--- config.mk ---
export PLATFORM = sky130hd
export DESIGN_NAME = bos_pwr_seq_flat
export DESIGN_NICKNAME = d
export VERILOG_FILES = /design/src/rtl/bos_pwr_seq_pkg.sv /design/src/rtl/bos_pwr_seq_if.sv /design/src/rtl/seq_timer.sv /design/src/rtl/bos_pwr_seq.sv /design/src/flat_wrapper.sv
export SDC_FILE = /design/constraint.sdc
export NUM_CORES = 1
export LEC_CHECK = 0
export CAP_MARGIN = 20
export CORE_ASPECT_RATIO = 0.75
export CORE_MARGIN = 3
export CORE_UTILIZATION = 25
export DETAILED_ROUTE_END_ITERATION = 6
export PLACE_DENSITY_LB_ADDON = 0.12
export SLEW_MARGIN = 5
export SYNTH_ARGS = -nofsm -noshare
export SYNTH_HDL_FRONTEND = slang
export SYNTH_SLANG_ARGS = --single-unit
--- constraint.sdc ---
create_clock -name clk -period 6.8 [get_ports clk]
set_input_delay 2.04 -clock clk [delete_from_list [all_inputs] [get_ports clk]]
set_output_delay 2.04 -clock clk [all_outputs]
set_load 0.02 [all_outputs]
--- src/rtl/bos_pwr_seq_pkg.sv ---
// Shared types and constants for the BOS power sequencer: FSM states, register
// indices of the rail-control registers and the values written to them.
package bos_pwr_seq_pkg;

   typedef enum logic [3:0] {
      StOff, StWVcore, StTVcore, StWVdig, StTVdig, StWFunc,
      StOn, StDFunc, StTDfunc, StDVdig, StTDvdig, StDVcore
   } state_e;

   localparam int unsigned NUM_REGS  = 9;
   localparam int unsigned REG_FUNC  = 6;
   localparam int unsigned REG_VCORE = 7;
   localparam int unsigned REG_VDIG  = 8;

   localparam logic [7:0] VAL_CLR = 8'h00;
   localparam logic [7:0] VAL_SET = 8'h01;

   function automatic logic [NUM_REGS-1:0] reg_sel(input int unsigned idx);
      return NUM_REGS'(1) << idx;
   endfunction

endpackage

--- src/rtl/bos_pwr_seq_if.sv ---
// Command, host-write and register-bus signals of bos_pwr_seq.
// Power-good inputs pg_vcore/pg_vdig exist only when BOS_PWR_SEQ_WDT_EN is defined.
interface bos_pwr_seq_if;
   import bos_pwr_seq_pkg::*;

   logic                cmd_valid;
   logic                cmd_on;
   logic                cmd_ready;
   logic [NUM_REGS-1:0] host_valid;
   logic [7:0]          host_data;
   logic                host_ready;
   logic [NUM_REGS-1:0] valid_bus;
   logic [7:0]          master_data;
   logic                busy;
   logic                pwr_on;
   logic                fault;
`ifdef BOS_PWR_SEQ_WDT_EN
   logic                pg_vcore;
   logic                pg_vdig;
`endif

   modport master (
      output cmd_valid, cmd_on, host_valid, host_data,
`ifdef BOS_PWR_SEQ_WDT_EN
      output pg_vcore, pg_vdig,
`endif
      input  cmd_ready, host_ready, valid_bus, master_data, busy, pwr_on, fault
   );

   modport slave (
      input  cmd_valid, cmd_on, host_valid, host_data,
`ifdef BOS_PWR_SEQ_WDT_EN
      input  pg_vcore, pg_vdig,
`endif
      output cmd_ready, host_ready, valid_bus, master_data, busy, pwr_on, fault
   );

endinterface

--- src/rtl/seq_timer.sv ---
// Loadable down-counter shared by every timed sequencer state.
// expire_o pulses during the last counted cycle.
module seq_timer #(
   parameter int unsigned TW = 24
) (
   input  logic          clk,
   input  logic          n_rst,
   input  logic          load_i,
   input  logic [TW-1:0] value_i,
   output logic          expire_o
);

   logic [TW-1:0] cnt_q, cnt_d;

   always_comb begin
      cnt_d = cnt_q;
      if (load_i) begin
         cnt_d = value_i;
      end else if (cnt_q != '0) begin
         cnt_d = cnt_q - TW'(1);
      end
   end

   always_ff @(posedge clk or negedge n_rst) begin
      if (!n_rst) begin
         cnt_q <= '0;
      end else begin
         cnt_q <= cnt_d;
      end
   end

   assign expire_o = (cnt_q == TW'(1));

endmodule

--- src/rtl/bos_pwr_seq.sv ---
// Power sequencer: orders VCORE/VDIG/FUNC register writes and arbitrates host writes.
// Defining BOS_PWR_SEQ_WDT_EN adds power-good checking with a watchdog and a sticky fault.
module bos_pwr_seq
   import bos_pwr_seq_pkg::*;
#(
   parameter int unsigned DLY_VCORE = 1000,
   parameter int unsigned DLY_VDIG  = 1000,
   parameter int unsigned DLY_FUNC  = 100,
   parameter int unsigned TW        = 24
`ifdef BOS_PWR_SEQ_WDT_EN
   ,
   parameter int unsigned WDT       = 50000
`endif
) (
   input logic          clk,
   input logic          n_rst,
   bos_pwr_seq_if.slave bus
);

   localparam logic [TW-1:0] DlyVcoreW = TW'(DLY_VCORE);
   localparam logic [TW-1:0] DlyVdigW  = TW'(DLY_VDIG);
   localparam logic [TW-1:0] DlyFuncW  = TW'(DLY_FUNC);

   state_e              state_q, state_d;
   logic                cmd_up, cmd_dn;
   logic                tmr_load, tmr_expire;
   logic [TW-1:0]       tmr_val;
   logic                up_done, up_timeout, pg_drop;
   logic                seq_wr, busy;
   logic [NUM_REGS-1:0] seq_sel;
   logic [7:0]          seq_val;
   logic                host_acc, host_live;
   logic                buf_valid_q, buf_valid_d;
   logic [NUM_REGS-1:0] buf_sel_q, buf_sel_d;
   logic [7:0]          buf_data_q, buf_data_d;

   assign cmd_up = bus.cmd_valid && bus.cmd_on;
   assign cmd_dn = bus.cmd_valid && !bus.cmd_on;

`ifdef BOS_PWR_SEQ_WDT_EN
   localparam logic [TW-1:0] WdtW = TW'(WDT);
   logic wdt_q, wdt_d, fault_q, fault_d, pg_cur;

   // wdt_q marks that the delay has run out and the watchdog window is counting.
   assign pg_cur     = (state_q == StTVdig) ? bus.pg_vdig : bus.pg_vcore;
   assign up_done    = pg_cur && (tmr_expire || wdt_q);
   assign up_timeout = !pg_cur && tmr_expire && wdt_q;
   assign pg_drop    = !bus.pg_vcore || !bus.pg_vdig;

   always_comb begin
      fault_d = fault_q;
      if (state_q == StOff && cmd_up) begin
         fault_d = 1'b0;
      end else if (up_timeout || (state_q == StOn && pg_drop)) begin
         fault_d = 1'b1;
      end
      wdt_d = ((state_q == StTVcore) || (state_q == StTVdig)) && (wdt_q || tmr_expire);
   end

   always_ff @(posedge clk or negedge n_rst) begin
      if (!n_rst) begin
         wdt_q   <= 1'b0;
         fault_q <= 1'b0;
      end else begin
         wdt_q   <= wdt_d;
         fault_q <= fault_d;
      end
   end

   assign bus.fault = fault_q;
`else
   assign up_done    = tmr_expire;
   assign up_timeout = 1'b0;
   assign pg_drop    = 1'b0;
   assign bus.fault  = 1'b0;
`endif

   always_ff @(posedge clk or negedge n_rst) begin
      if (!n_rst) begin
         state_q <= StOff;
      end else begin
         state_q <= state_d;
      end
   end

   // An aborted power-up enters the down path at the step undoing the last write issued.
   always_comb begin
      state_d = state_q;
      unique case (state_q)
         StOff:    if (cmd_up) state_d = StWVcore;
         StWVcore: begin
            if (cmd_dn) state_d = StDVcore;
            else        state_d = (DLY_VCORE == 0) ? StWVdig : StTVcore;
         end
         StTVcore: begin
            if (cmd_dn || up_timeout) state_d = StDVcore;
            else if (up_done)         state_d = StWVdig;
         end
         StWVdig: begin
            if (cmd_dn) state_d = StDVdig;
            else        state_d = (DLY_VDIG == 0) ? StWFunc : StTVdig;
         end
         StTVdig: begin
            if (cmd_dn || up_timeout) state_d = StDVdig;
            else if (up_done)         state_d = StWFunc;
         end
         StWFunc:  state_d = cmd_dn ? StDFunc : StOn;
         StOn:     if (cmd_dn || pg_drop) state_d = StDFunc;
         StDFunc:  state_d = (DLY_FUNC == 0) ? StDVdig : StTDfunc;
         StTDfunc: if (tmr_expire) state_d = StDVdig;
         StDVdig:  state_d = (DLY_FUNC == 0) ? StDVcore : StTDvdig;
         StTDvdig: if (tmr_expire) state_d = StDVcore;
         StDVcore: state_d = StOff;
         default:  state_d = StOff;
      endcase
   end

   always_comb begin
      seq_wr   = 1'b0;
      seq_sel  = '0;
      seq_val  = VAL_CLR;
      tmr_load = 1'b0;
      tmr_val  = '0;
      busy     = (state_q != StOff) && (state_q != StOn);
      unique case (state_q)
         StWVcore: begin
            seq_wr = 1'b1; seq_sel = reg_sel(REG_VCORE); seq_val = VAL_CLR;
            tmr_load = 1'b1; tmr_val = DlyVcoreW;
         end
         StWVdig: begin
            seq_wr = 1'b1; seq_sel = reg_sel(REG_VDIG); seq_val = VAL_CLR;
            tmr_load = 1'b1; tmr_val = DlyVdigW;
         end
         StWFunc: begin
            seq_wr = 1'b1; seq_sel = reg_sel(REG_FUNC); seq_val = VAL_SET;
         end
         StDFunc: begin
            seq_wr = 1'b1; seq_sel = reg_sel(REG_FUNC); seq_val = VAL_CLR;
            tmr_load = 1'b1; tmr_val = DlyFuncW;
         end
         StDVdig: begin
            seq_wr = 1'b1; seq_sel = reg_sel(REG_VDIG); seq_val = VAL_SET;
            tmr_load = 1'b1; tmr_val = DlyFuncW;
         end
         StDVcore: begin
            seq_wr = 1'b1; seq_sel = reg_sel(REG_VCORE); seq_val = VAL_SET;
         end
         default: ;
      endcase
`ifdef BOS_PWR_SEQ_WDT_EN
      if ((state_q == StTVcore || state_q == StTVdig) && tmr_expire && !wdt_q) begin
         tmr_load = 1'b1;
         tmr_val  = WdtW;
      end
`endif
   end

   assign bus.cmd_ready  = 1'b1;
   assign bus.busy       = busy;
   assign bus.pwr_on     = (state_q == StOn);
   assign bus.host_ready = !buf_valid_q;

   // Rail registers are owned by the sequencer while busy; host writes to them are dropped.
   assign host_acc  = n_rst && !buf_valid_q && (bus.host_valid != '0);
   assign host_live = host_acc && !(busy && (bus.host_valid[REG_VDIG:REG_FUNC] != '0));

   always_comb begin
      buf_valid_d     = buf_valid_q;
      buf_sel_d       = buf_sel_q;
      buf_data_d      = buf_data_q;
      bus.valid_bus   = '0;
      bus.master_data = '0;
      if (seq_wr) begin
         bus.valid_bus   = seq_sel;
         bus.master_data = seq_val;
         if (host_live) begin
            buf_valid_d = 1'b1;
            buf_sel_d   = bus.host_valid;
            buf_data_d  = bus.host_data;
         end
      end else if (buf_valid_q) begin
         bus.valid_bus   = buf_sel_q;
         bus.master_data = buf_data_q;
         buf_valid_d     = 1'b0;
      end else if (host_live) begin
         bus.valid_bus   = bus.host_valid;
         bus.master_data = bus.host_data;
      end
   end

   always_ff @(posedge clk or negedge n_rst) begin
      if (!n_rst) begin
         buf_valid_q <= 1'b0;
         buf_sel_q   <= '0;
         buf_data_q  <= '0;
      end else begin
         buf_valid_q <= buf_valid_d;
         buf_sel_q   <= buf_sel_d;
         buf_data_q  <= buf_data_d;
      end
   end

   seq_timer #(
      .TW(TW)
   ) u_seq_timer (
      .clk      (clk),
      .n_rst    (n_rst),
      .load_i   (tmr_load),
      .value_i  (tmr_val),
      .expire_o (tmr_expire)
   );

endmodule

--- src/flat_wrapper.sv ---
// flat-port wrapper written by rule: the top's interface ports become plain ports
module bos_pwr_seq_flat import bos_pwr_seq_pkg::*;
#(
   parameter int unsigned DLY_VCORE = 1000,
   parameter int unsigned DLY_VDIG  = 1000,
   parameter int unsigned DLY_FUNC  = 100,
   parameter int unsigned TW        = 24

)
  (clk, n_rst, bus_cmd_valid, bus_cmd_on, bus_host_valid, bus_host_data, bus_cmd_ready, bus_host_ready, bus_valid_bus, bus_master_data, bus_busy, bus_pwr_on, bus_fault);
  bos_pwr_seq_if bus_i ();
  input logic clk;
  input logic n_rst;
  input wire logic [$bits(bus_i.cmd_valid)-1:0] bus_cmd_valid;
  input wire logic [$bits(bus_i.cmd_on)-1:0] bus_cmd_on;
  input wire logic [$bits(bus_i.host_valid)-1:0] bus_host_valid;
  input wire logic [$bits(bus_i.host_data)-1:0] bus_host_data;
  output wire logic [$bits(bus_i.cmd_ready)-1:0] bus_cmd_ready;
  output wire logic [$bits(bus_i.host_ready)-1:0] bus_host_ready;
  output wire logic [$bits(bus_i.valid_bus)-1:0] bus_valid_bus;
  output wire logic [$bits(bus_i.master_data)-1:0] bus_master_data;
  output wire logic [$bits(bus_i.busy)-1:0] bus_busy;
  output wire logic [$bits(bus_i.pwr_on)-1:0] bus_pwr_on;
  output wire logic [$bits(bus_i.fault)-1:0] bus_fault;
  assign bus_i.cmd_valid = bus_cmd_valid;
  assign bus_i.cmd_on = bus_cmd_on;
  assign bus_i.host_valid = bus_host_valid;
  assign bus_i.host_data = bus_host_data;
  assign bus_cmd_ready = bus_i.cmd_ready;
  assign bus_host_ready = bus_i.host_ready;
  assign bus_valid_bus = bus_i.valid_bus;
  assign bus_master_data = bus_i.master_data;
  assign bus_busy = bus_i.busy;
  assign bus_pwr_on = bus_i.pwr_on;
  assign bus_fault = bus_i.fault;
  bos_pwr_seq #(.DLY_VCORE(DLY_VCORE), .DLY_VDIG(DLY_VDIG), .DLY_FUNC(DLY_FUNC), .TW(TW)) u_core (.clk(clk), .n_rst(n_rst), .bus(bus_i));
endmodule
After elaboration in Yosys (flattened, before gate mapping) --
Index checks and enable logic that the tools add are counted.
Word-level totals: bits in registers 46, latch bits 0, memory bits (writable) 0, bits in read-only memories 0, bits of input ports 21, output and inout bits 22, logic and storage cells 79, memories kept 0
Operators by class: add/sub/neg operators 1, multipliers 0, divide/modulo/power cells 0, magnitude comparators 0, equality and inequality tests 20, shift-type cells 0, multiplexer cells 27, bitwise operators 0, reductions and logical operators 26
Operators with widths (number):
- $mux 24 | 2
- $pmux 4 s11 | 1
- $mux 4 | 10
- $mux 9 | 3
- $pmux 9 s3 | 1
- $eq 24x1->1 const B | 1
- $mux 8 | 3
- $reduce_bool 24->1 | 1
- $sub 24x1->24 const B | 1
- $pmux 10 s2 | 1
- $eq 4x3->1 const B | 4
- $eq 4x4->1 const B | 4
- $reduce_or 2->1 | 5
- $reduce_bool 9->1 | 1
- $eq 4x2->1 const B | 2
- $ne 2x1->1 const B | 4
- $logic_and 1x1->1 | 7
- $mux 1 | 6
- $ne 3x1->1 const B | 2
- $reduce_and 6->1 | 1
- $reduce_or 6->1 | 1
- $eq 4x1->1 const B | 1
- $logic_not 4->1 | 1
- $ne 4x3->1 const B | 1
- other kinds (8) | 10

Longest topological paths before layout --
Gate-level depths: netlist of run 1.
word-level depth 8, gate-level depth with buffers 8, mapped depth without buffers 6

Cells and area by module --
From an unflattened synthesis of run 1, not the netlist that was laid out.
Second synthesis, totals: cell total of the unflattened synthesis 321, area total of the unflattened synthesis 2934.1 µm²
Modules (own cells, without submodules):
- seq_timer | instances 1, cells each 167, area an instance 1514.0 µm², seq. area each 600.6 µm²
- bos_pwr_seq | instances 1, cells each 154, area an instance 1420.1 µm², seq. area each 550.5 µm²

Least setup slack after synthesis of run 1 --
Ideal clock, no wire load.
kind input to output, start point input port bus_host_valid[8], end point output port bus_master_data[1], data arrival time 3.242 ns, data required time 4.760 ns, path slack 1.518 ns, stages 5, buffers on the path 1, cell sequence nor3_1 o21bai_2 clkbuf_1 nand4_1 a21oi_1
On the way: word-level cells in the longest chain between the ends 7, elaborated cells between the ends (all ways) 9, those cells by class mux (3); reduce/logical (6)
RTL lines:
- from (decl) | RTL line flat_wrapper.sv:16 | input wire logic [$bits(bus_i.host_valid)-1:0] bus_host_valid;
- $reduce_bool 3->1 | RTL line bos_pwr_seq.sv:165 | assign host_live = host_acc && !(busy && (bus.host_valid[REG_VDIG:REG_FUNC] != '0));
- $logic_and 1x1->1 | RTL line bos_pwr_seq.sv:165
- $logic_not 1->1 | RTL line bos_pwr_seq.sv:165
- $logic_and 1x1->1 * | RTL line bos_pwr_seq.sv:165
- $mux 8 * | RTL line bos_pwr_seq.sv:185 | end else if (host_live) begin
- $mux 8 * | RTL line bos_pwr_seq.sv:181 | end else if (buf_valid_q) begin
- $mux 8 * | RTL line bos_pwr_seq.sv:173 | if (seq_wr) begin
- to (decl) | RTL line flat_wrapper.sv:21 | output wire logic [$bits(bus_i.master_data)-1:0] bus_master_data;
Mark *: on every way between the ends. The rest lies on a longest branch, timed or not.

Worst setup path after layout of run 1 --
start point input port bus_host_valid[8], end point output port bus_valid_bus[7]
On the way: word-level cells in the longest chain between the ends 7, elaborated cells between the ends (all ways) 9, those cells by class mux (3); reduce/logical (6)
RTL lines:
- $reduce_bool 3->1 | RTL line bos_pwr_seq.sv:165
- $logic_and 1x1->1 | RTL line bos_pwr_seq.sv:165
- $logic_not 1->1 | RTL line bos_pwr_seq.sv:165
- $logic_and 1x1->1 * | RTL line bos_pwr_seq.sv:165
- $mux 9 * | RTL line bos_pwr_seq.sv:185
- $mux 9 * | RTL line bos_pwr_seq.sv:181
- $mux 9 * | RTL line bos_pwr_seq.sv:173
- to (decl) | RTL line flat_wrapper.sv:20 | output wire logic [$bits(bus_i.valid_bus)-1:0] bus_valid_bus;
Marked as above.

==> impl_metrics.env, run 1 <==
export IMPL_core_um2=11100
export IMPL_avgSynthCellArea_um2=9.03
export IMPL_startpoint_type="primary input"
export IMPL_drt_wl_total_mm=7.81
export IMPL_min_from="u_core.buf_sel_q[5]"
export IMPL_finalSetupViolations=0
export IMPL_nets=370
export IMPL_drt_iter0_drc=153
export IMPL_synth_seq_cells=46
export IMPL_area_growth_synth_to_final_pct=23.1
export IMPL_worstPathCellList="clkdlybuf4s50_1, nor3_1, o21bai_2, nand4_1, a22oi_1, clkdlybuf4s50_1"
export IMPL_ios=43
export IMPL_ctsHoldBuffers=0
export IMPL_fmax_ghz=0.159
export IMPL_yosysTopAreaCellShare_pct=39.9
export IMPL_synth_nets=343
export IMPL_cts_sinks=46
export IMPL_vias=2505
export IMPL_first_pass_iters=4
export IMPL_grt_usage_pct=12.8
export IMPL_crit_top_cell="clkdlybuf4s50_1"
export IMPL_drt_wirelength_per_cell_um=16.0
export IMPL_slowest_delay_ns=0.64
export IMPL_gp_congestion=0.723
export IMPL_fin_ws_ns=0.527
export IMPL_hold_path_class="reg2reg"
export IMPL_rsz0062_at_grt="no"
export IMPL_yosysTopAreaCell="dfrtp_1"
export IMPL_ys_seq_area_share_pct=39.9
export IMPL_insertedDiodeCount=0
export IMPL_synth_commonest_cells="dfrtp_1 (46), nand2_1 (29), a21oi_1 (28), nand4_1 (20), clkbuf_1 (16)"
export IMPL_finalSetupTns_ns=0
export IMPL_drive_above_1_share_pct=10.1
export IMPL_synthFlopType="dfrtp_1"
export IMPL_ir_drop_uv=168
export IMPL_grt_max_degree=47
export IMPL_ys_types=54
export IMPL_grt_pass1_vias=2383
export IMPL_die_height_um=99.0
export IMPL_yosysWarnings=0
export IMPL_cp_arrival_ns=4.23
export IMPL_grt_pass1_wl_mm=13.2
export IMPL_maxCapViolCount=0
export IMPL_clk_path_buf_depth=2
export IMPL_synthTopCellsByArea="dfrtp_1 (40%), a21oi_1 (4.9%), nand4_1 (4.3%), mux2_2 (4.3%), nand2_1 (3.8%)"
export IMPL_cp_max_fo=19
export IMPL_crit_required_ns=4.76
export IMPL_clock_latency_ns=0.29
export IMPL_period_minus_slack_ns=6.27
export IMPL_cpMaxStageDelayCell="clkdlybuf4s50_1"
export IMPL_hpwlAfterDp_mm=5.42
export IMPL_antenna_found_initial=0
export IMPL_vias_per_cell=5.14
export IMPL_outcome="complete, no violations"
export IMPL_rows=33
export IMPL_place_ws_ns=0.535
export IMPL_slew_viol_final=0
export IMPL_end_kind="output pin"
export IMPL_synth_edf_count=0
export IMPL_syn_area_um2=2880
export IMPL_p_per_area_nw_per_um2=370
export IMPL_cts_tree="yes"
export IMPL_cts_buffers_inserted=5
export IMPL_io_buffers=40
export IMPL_p_total_mw=1.31
export IMPL_startpoint="bus_host_valid[8]"
export IMPL_tightest_slew_ns=0.800
export IMPL_synth_most_common_cell="dfrtp_1"
export IMPL_slew_headroom_pct=46.7
export IMPL_start_util_pct=25.9
export IMPL_skew_ns=0.00427
export IMPL_post_cts_resized=0
export IMPL_cts_root_buf="clkbuf_16"
export IMPL_rr_startpoint="u_core.state_q[3]"
export IMPL_htreeDepth=2
export IMPL_async_reset_ff_share_pct=100
export IMPL_die_area_um2=12900
export IMPL_grt_ovfl_total=0
export IMPL_p_leak_nw=1.36
export IMPL_postCtsSetupBuffers=0
export IMPL_ant_nets=0
export IMPL_path_clk_slew_ns=0.07
export IMPL_synth_cells=319
export IMPL_drc=0
export IMPL_period_share_pct=92.3
export IMPL_critical_path_class="in2out"
export IMPL_die_x_um=130
export IMPL_hold_violations=0
## cell usage in the layout, fill, tap and decap left out, types with 2 or more instances in the layout
| cell | netlist | layout |
|---|---|---|
| and2_1 | 6 | 6 |
| or3_1 | 5 | 5 |
| ha_1 | 3 | 3 |
| o21ai_1 | 3 | 3 |
| inv_1 | 5 | 5 |
| a211oi_1 | 3 | 3 |
| xnor2_1 | 6 | 6 |
| nor4_1 | 8 | 8 |
| conb_1 | 2 | 2 |
| dfrtp_1 | 46 | 46 |
| or2_2 | 3 | 3 |
| nand4_1 | 20 | 20 |
| nand3_1 | 7 | 7 |
| nor4b_1 | 3 | 3 |
| mux2_2 | 11 | 11 |
| nor3_1 | 10 | 9 |
| nor3b_1 | 4 | 4 |
| buf_4 | 2 | 5 |
| xor2_1 | 2 | 2 |
| clkbuf_16 | 0 | 5 |
| o31ai_1 | 4 | 4 |
| a21oi_1 | 28 | 28 |
| nor4_2 | 2 | 2 |
| clkdlybuf4s50_1 | 0 | 39 |
| clkbuf_8 | 0 | 3 |
| o21ai_0 | 10 | 10 |
| nor2b_1 | 5 | 5 |
| nor3_2 | 1 | 2 |
| or4_1 | 8 | 8 |
| a2111oi_0 | 2 | 2 |
| nand2b_1 | 11 | 11 |
| nand2_1 | 29 | 29 |
| a22oi_1 | 4 | 4 |
| mux2_1 | 3 | 3 |
| nor2_1 | 14 | 14 |
| mux2i_1 | 10 | 10 |
## layout make-up
type,instances,area (µm²)
well taps,140,175
fillers,1141,7560
multi-input cells,243,1600
clock buffers,8,166
repair buffers,45,433
inverters,5,18.8
flip-flops and latches,46,1150
## kinds of logic after synthesis
kind of cell	count (synthesis)	synth area share [%]
xor+xnor	8	2.43
compound gates	62	13.3
simple gates	144	29.1
flops	46	39.9
mux	24	8.94
buf+inv	30	4.65
other cells	2	0.261
fa+ha+maj	3	1.30
## per-stage QoR
step	cells	hold slack (ns)	util, %	area (µm²)
2_1_floorplan	319	0.454	-	2880
3_3_place_gp	479	0.473	30.4	3380
3_5_place_dp	479	0.479	30.4	3380
4_1_cts	487	0.496	31.9	3550
5_1_grt	487	0.504	31.9	3550
6_report	487	0.494	31.9	3550
## path summary, 6_finish.rpt
check	to	slack (ns)	depth (start not counted)
min in group asynchronous	u_core.buf_data_q[2]	1.85	2
hold / removal	u_core.buf_sel_q[5]	0.49	1
setup reg to reg	u_core.buf_data_q[0]	3.91	4
hold reg to reg	u_core.buf_sel_q[5]	0.49	1
max in group asynchronous	u_core.u_seq_timer.cnt_q[4]	4.49	2
setup / recovery	bus_valid_bus[7]	0.53	6
## worst max-delay path: cells and delay by family
| family | cells | cell delay (ns) |
|---|---|---|
| AOI/OAI and AO/OA | 2 | 0.64 |
| buffers and inverters | 2 | 1.06 |
| and+or+nand+nor | 2 | 0.49 |
## power breakdown
part,internal (mW),switching [mW]
clock,0.167,0.109
combinational,0.269,0.317
sequential,0.352,0.0999
## flip-flops by register name, summed over array words and instances, names as in the netlist
signal	count
u_core.u_seq_timer.cnt_q	24
u_core.buf_sel_q	9
u_core.buf_data_q	8
u_core.state_q	4
u_core.buf_valid_q	1
## per-layer routing
| metal | wire [µm] | vias up | global-route usage [%] | share of wire (%) |
|---|---|---|---|---|
| met3 | 277 | 4 | 2.44 | 3.5 |
| met1 | 4270 | 1228 | 21.4 | 55 |
| met5 | 0 | - | 0 | 0 |
| met2 | 3210 | 40 | 16.9 | 41 |
| met4 | 53 | 0 | 2.16 | 0.68 |
| li1 | - | 1233 | - | - |
No activity file was read; power rests on OpenSTA's default activity.
==> run 2: changes to the inputs <==
- CAP_MARGIN: 20 -> unset
==> results of run 2 <==
Same layout as run 1: the final DEF is identical, and so are final timing and power.
==> run 3: changes to the inputs <==
- ABC_CLOCK_PERIOD_IN_PS: unset -> 6800
- CORE_UTILIZATION: 25 -> 55
==> run 3 against run 2 <==
Non-clock buffer count down 1. Sequential power about the same. Critical endpoint is now bus_valid_bus[8]. Clock power down 7.6%. First-iteration DRC count up 54%. Global-route usage up 11 points. Die area down 52%. Via count up 1.5%. Critical path type unchanged.
==> impl_metrics.env, run 3 (synthesized netlist as in run 1, its figures left out) <==
export IMPL_crit_top_cell="clkdlybuf4s50_1"
export IMPL_worstPathCellList="clkdlybuf4s50_1, nor3_1, o21bai_2, nand4_1, a22oi_1, clkdlybuf4s50_1"
export IMPL_drt_wirelength_per_cell_um=16.5
export IMPL_path_delay_family="buffers and inverters"
export IMPL_intPower_mw=0.775
export IMPL_mostFrequentLayoutCells="dfrtp_1 (46), clkdlybuf4s50_1 (39), nand2_1 (29), a21oi_1 (28), nand4_1 (20)"
export IMPL_area_growth_synth_to_final_pct=19.0
export IMPL_route_met2_wl_mm=3.05
export IMPL_postCtsSetupBuffers=0
export IMPL_tightest_slew_ns=1.20
export IMPL_grt_max_degree=47
export IMPL_clock_latency_ns=0.31
export IMPL_wl_met3_um=329
export IMPL_slew_headroom_pct=19.3
export IMPL_drive_above_1_share_pct=9.83
export IMPL_dp_cells=410
export IMPL_startpoint="bus_host_valid[8]"
export IMPL_drt_wl_total_mm=6.90
export IMPL_top_regs="u_core.u_seq_timer.cnt_q: 24 flops, u_core.buf_sel_q: 9 flops, u_core.buf_data_q: 8 flops"
export IMPL_period_minus_slack_ns=6.19
export IMPL_rows=22
export IMPL_startpoint_type="primary input"
export IMPL_rr_startpoint="u_core.state_q[3]"
export IMPL_htreeDepth=2
export IMPL_cts_tree="yes"
export IMPL_critical_path_class="in2out"
export IMPL_gp_congestion=0.827
export IMPL_end_kind="output pin"
export IMPL_grt_pass1_wl_mm=11.0
export IMPL_drt_iter0_drc=235
export IMPL_hold_path_class="reg2reg"
export IMPL_top_layer_used="met4"
export IMPL_swShare_pct=40.1
export IMPL_cp_max_fo=19
export IMPL_ant_nets=0
export IMPL_finalSetupTns_ns=0
export IMPL_pwr_share_comb_pct=45.1
export IMPL_insertedDiodeCount=0
export IMPL_slew_viol_final=0
export IMPL_cts_root_buf="clkbuf_8"
export IMPL_finalSetupViolations=0
export IMPL_cts_buffers_inserted=5
export IMPL_path_clk_slew_ns=0.08
export IMPL_placed_area_um2=3290
export IMPL_final_common_cell="dfrtp_1"
export IMPL_first_pass_iters=4
export IMPL_start_util_pct=57.8
export IMPL_p_per_area_nw_per_um2=377
export IMPL_grt_usage_pct=23.4
export IMPL_vias=2542
export IMPL_cts_sinks=46
export IMPL_antenna_found_initial=0
export IMPL_stdcell_area_um2=3430
export IMPL_largest_reg_flops=24
export IMPL_slowest_delay_ns=0.63
export IMPL_final_cells=418
export IMPL_rsz0062_at_grt="no"
export IMPL_regToRegSetupSlack_ns=3.91
export IMPL_ios=43
export IMPL_die_area_um2=6150
export IMPL_seq_power_share_pct=35.2
export IMPL_die_height_um=68.7
export IMPL_clk_path_buf_depth=2
export IMPL_ir_drop_uv=246
export IMPL_ctsHoldBuffers=0
export IMPL_post_cts_resized=0
export IMPL_drc=0
export IMPL_p_leak_nw=1.34
export IMPL_grt_ovfl_total=0
export IMPL_io_buffers=40
export IMPL_cp_arrival_ns=4.15
export IMPL_period_share_pct=91.1
export IMPL_wl_met1_mm=3.46
export IMPL_switchingPower_mw=0.518
export IMPL_largest_register="u_core.u_seq_timer.cnt_q"
export IMPL_hold_violations=0
export IMPL_path_buf_inv=2
export IMPL_die_x_um=89.6
export IMPL_skew_ns=0.00792
export IMPL_power_share_clock_pct=19.7
export IMPL_grt_pass1_vias=2237
export IMPL_min_from="u_core.buf_sel_q[8]"
export IMPL_fmax_ghz=0.161
export IMPL_outcome="complete, no violations"
export IMPL_nets=369
export IMPL_cpMaxStageDelayCell="clkdlybuf4s50_1"
export IMPL_core_um2=4980
export IMPL_hpwlAfterDp_mm=4.82
export IMPL_vias_per_cell=6.08
export IMPL_crit_required_ns=4.76
export IMPL_maxCapViolCount=0
## run 3: through the flow
step | utilization, % | power (mW) | worst slack, ns | hold WS, ns
after floorplan | - | 0.854 | 1.52 | 0.454
after global placement | 66.0 | 1.01 | 0.727 | 0.470
after detailed placement | 66.0 | 1.04 | 0.659 | 0.475
after CTS | 68.8 | 1.29 | 0.632 | 0.497
after global routing | 68.8 | 1.38 | 0.443 | 0.522
final | 68.8 | 1.29 | 0.606 | 0.492
## run 3: worst register-to-register path, stage by stage (launching register included)
cell and delay, ns:
dfrtp_1 0.57, or2_2 0.42, o21bai_2 0.68, nand4_2 0.60, mux2_1 0.52
## run 3: path summary, 6_finish.rpt
kind | to | cells after the start
worst max-delay path | bus_valid_bus[8] | 6
worst min-delay path | u_core.buf_sel_q[8] | 1
worst max register to register | u_core.buf_sel_q[4] | 4
worst min register to register | u_core.buf_sel_q[8] | 1
max in group asynchronous | u_core.buf_sel_q[5] | 2
min in group asynchronous | u_core.u_seq_timer.cnt_q[6] | 2
## run 3: cell type report
type | instances | area (µm²)
clock buffers | 6 | 82.6
multi-input cells | 243 | 1600
well taps | 72 | 90.1
flip-flops and latches | 46 | 1150
inverters | 5 | 18.8
fillers | 392 | 1550
clock inverters | 2 | 60.1
repair buffers | 44 | 425
## run 3: power by group through the flow
stage	clock, mW	combinational [mW]	sequential (mW)
6_report	0.255	0.583	0.455
5_1_grt	0.268	0.643	0.471
4_1_cts	0.255	0.583	0.452
3_5_place_dp	0	0.580	0.456
3_3_place_gp	0	0.565	0.450
2_1_floorplan	0	0.454	0.400
## run 3: metal layers
layer | vias up | track usage [%]
li1 | 1236 | -
met1 | 1228 | 35.6
met2 | 71 | 33.1
met3 | 7 | 4.28
met4 | 0 | 7.62
met5 | - | 0
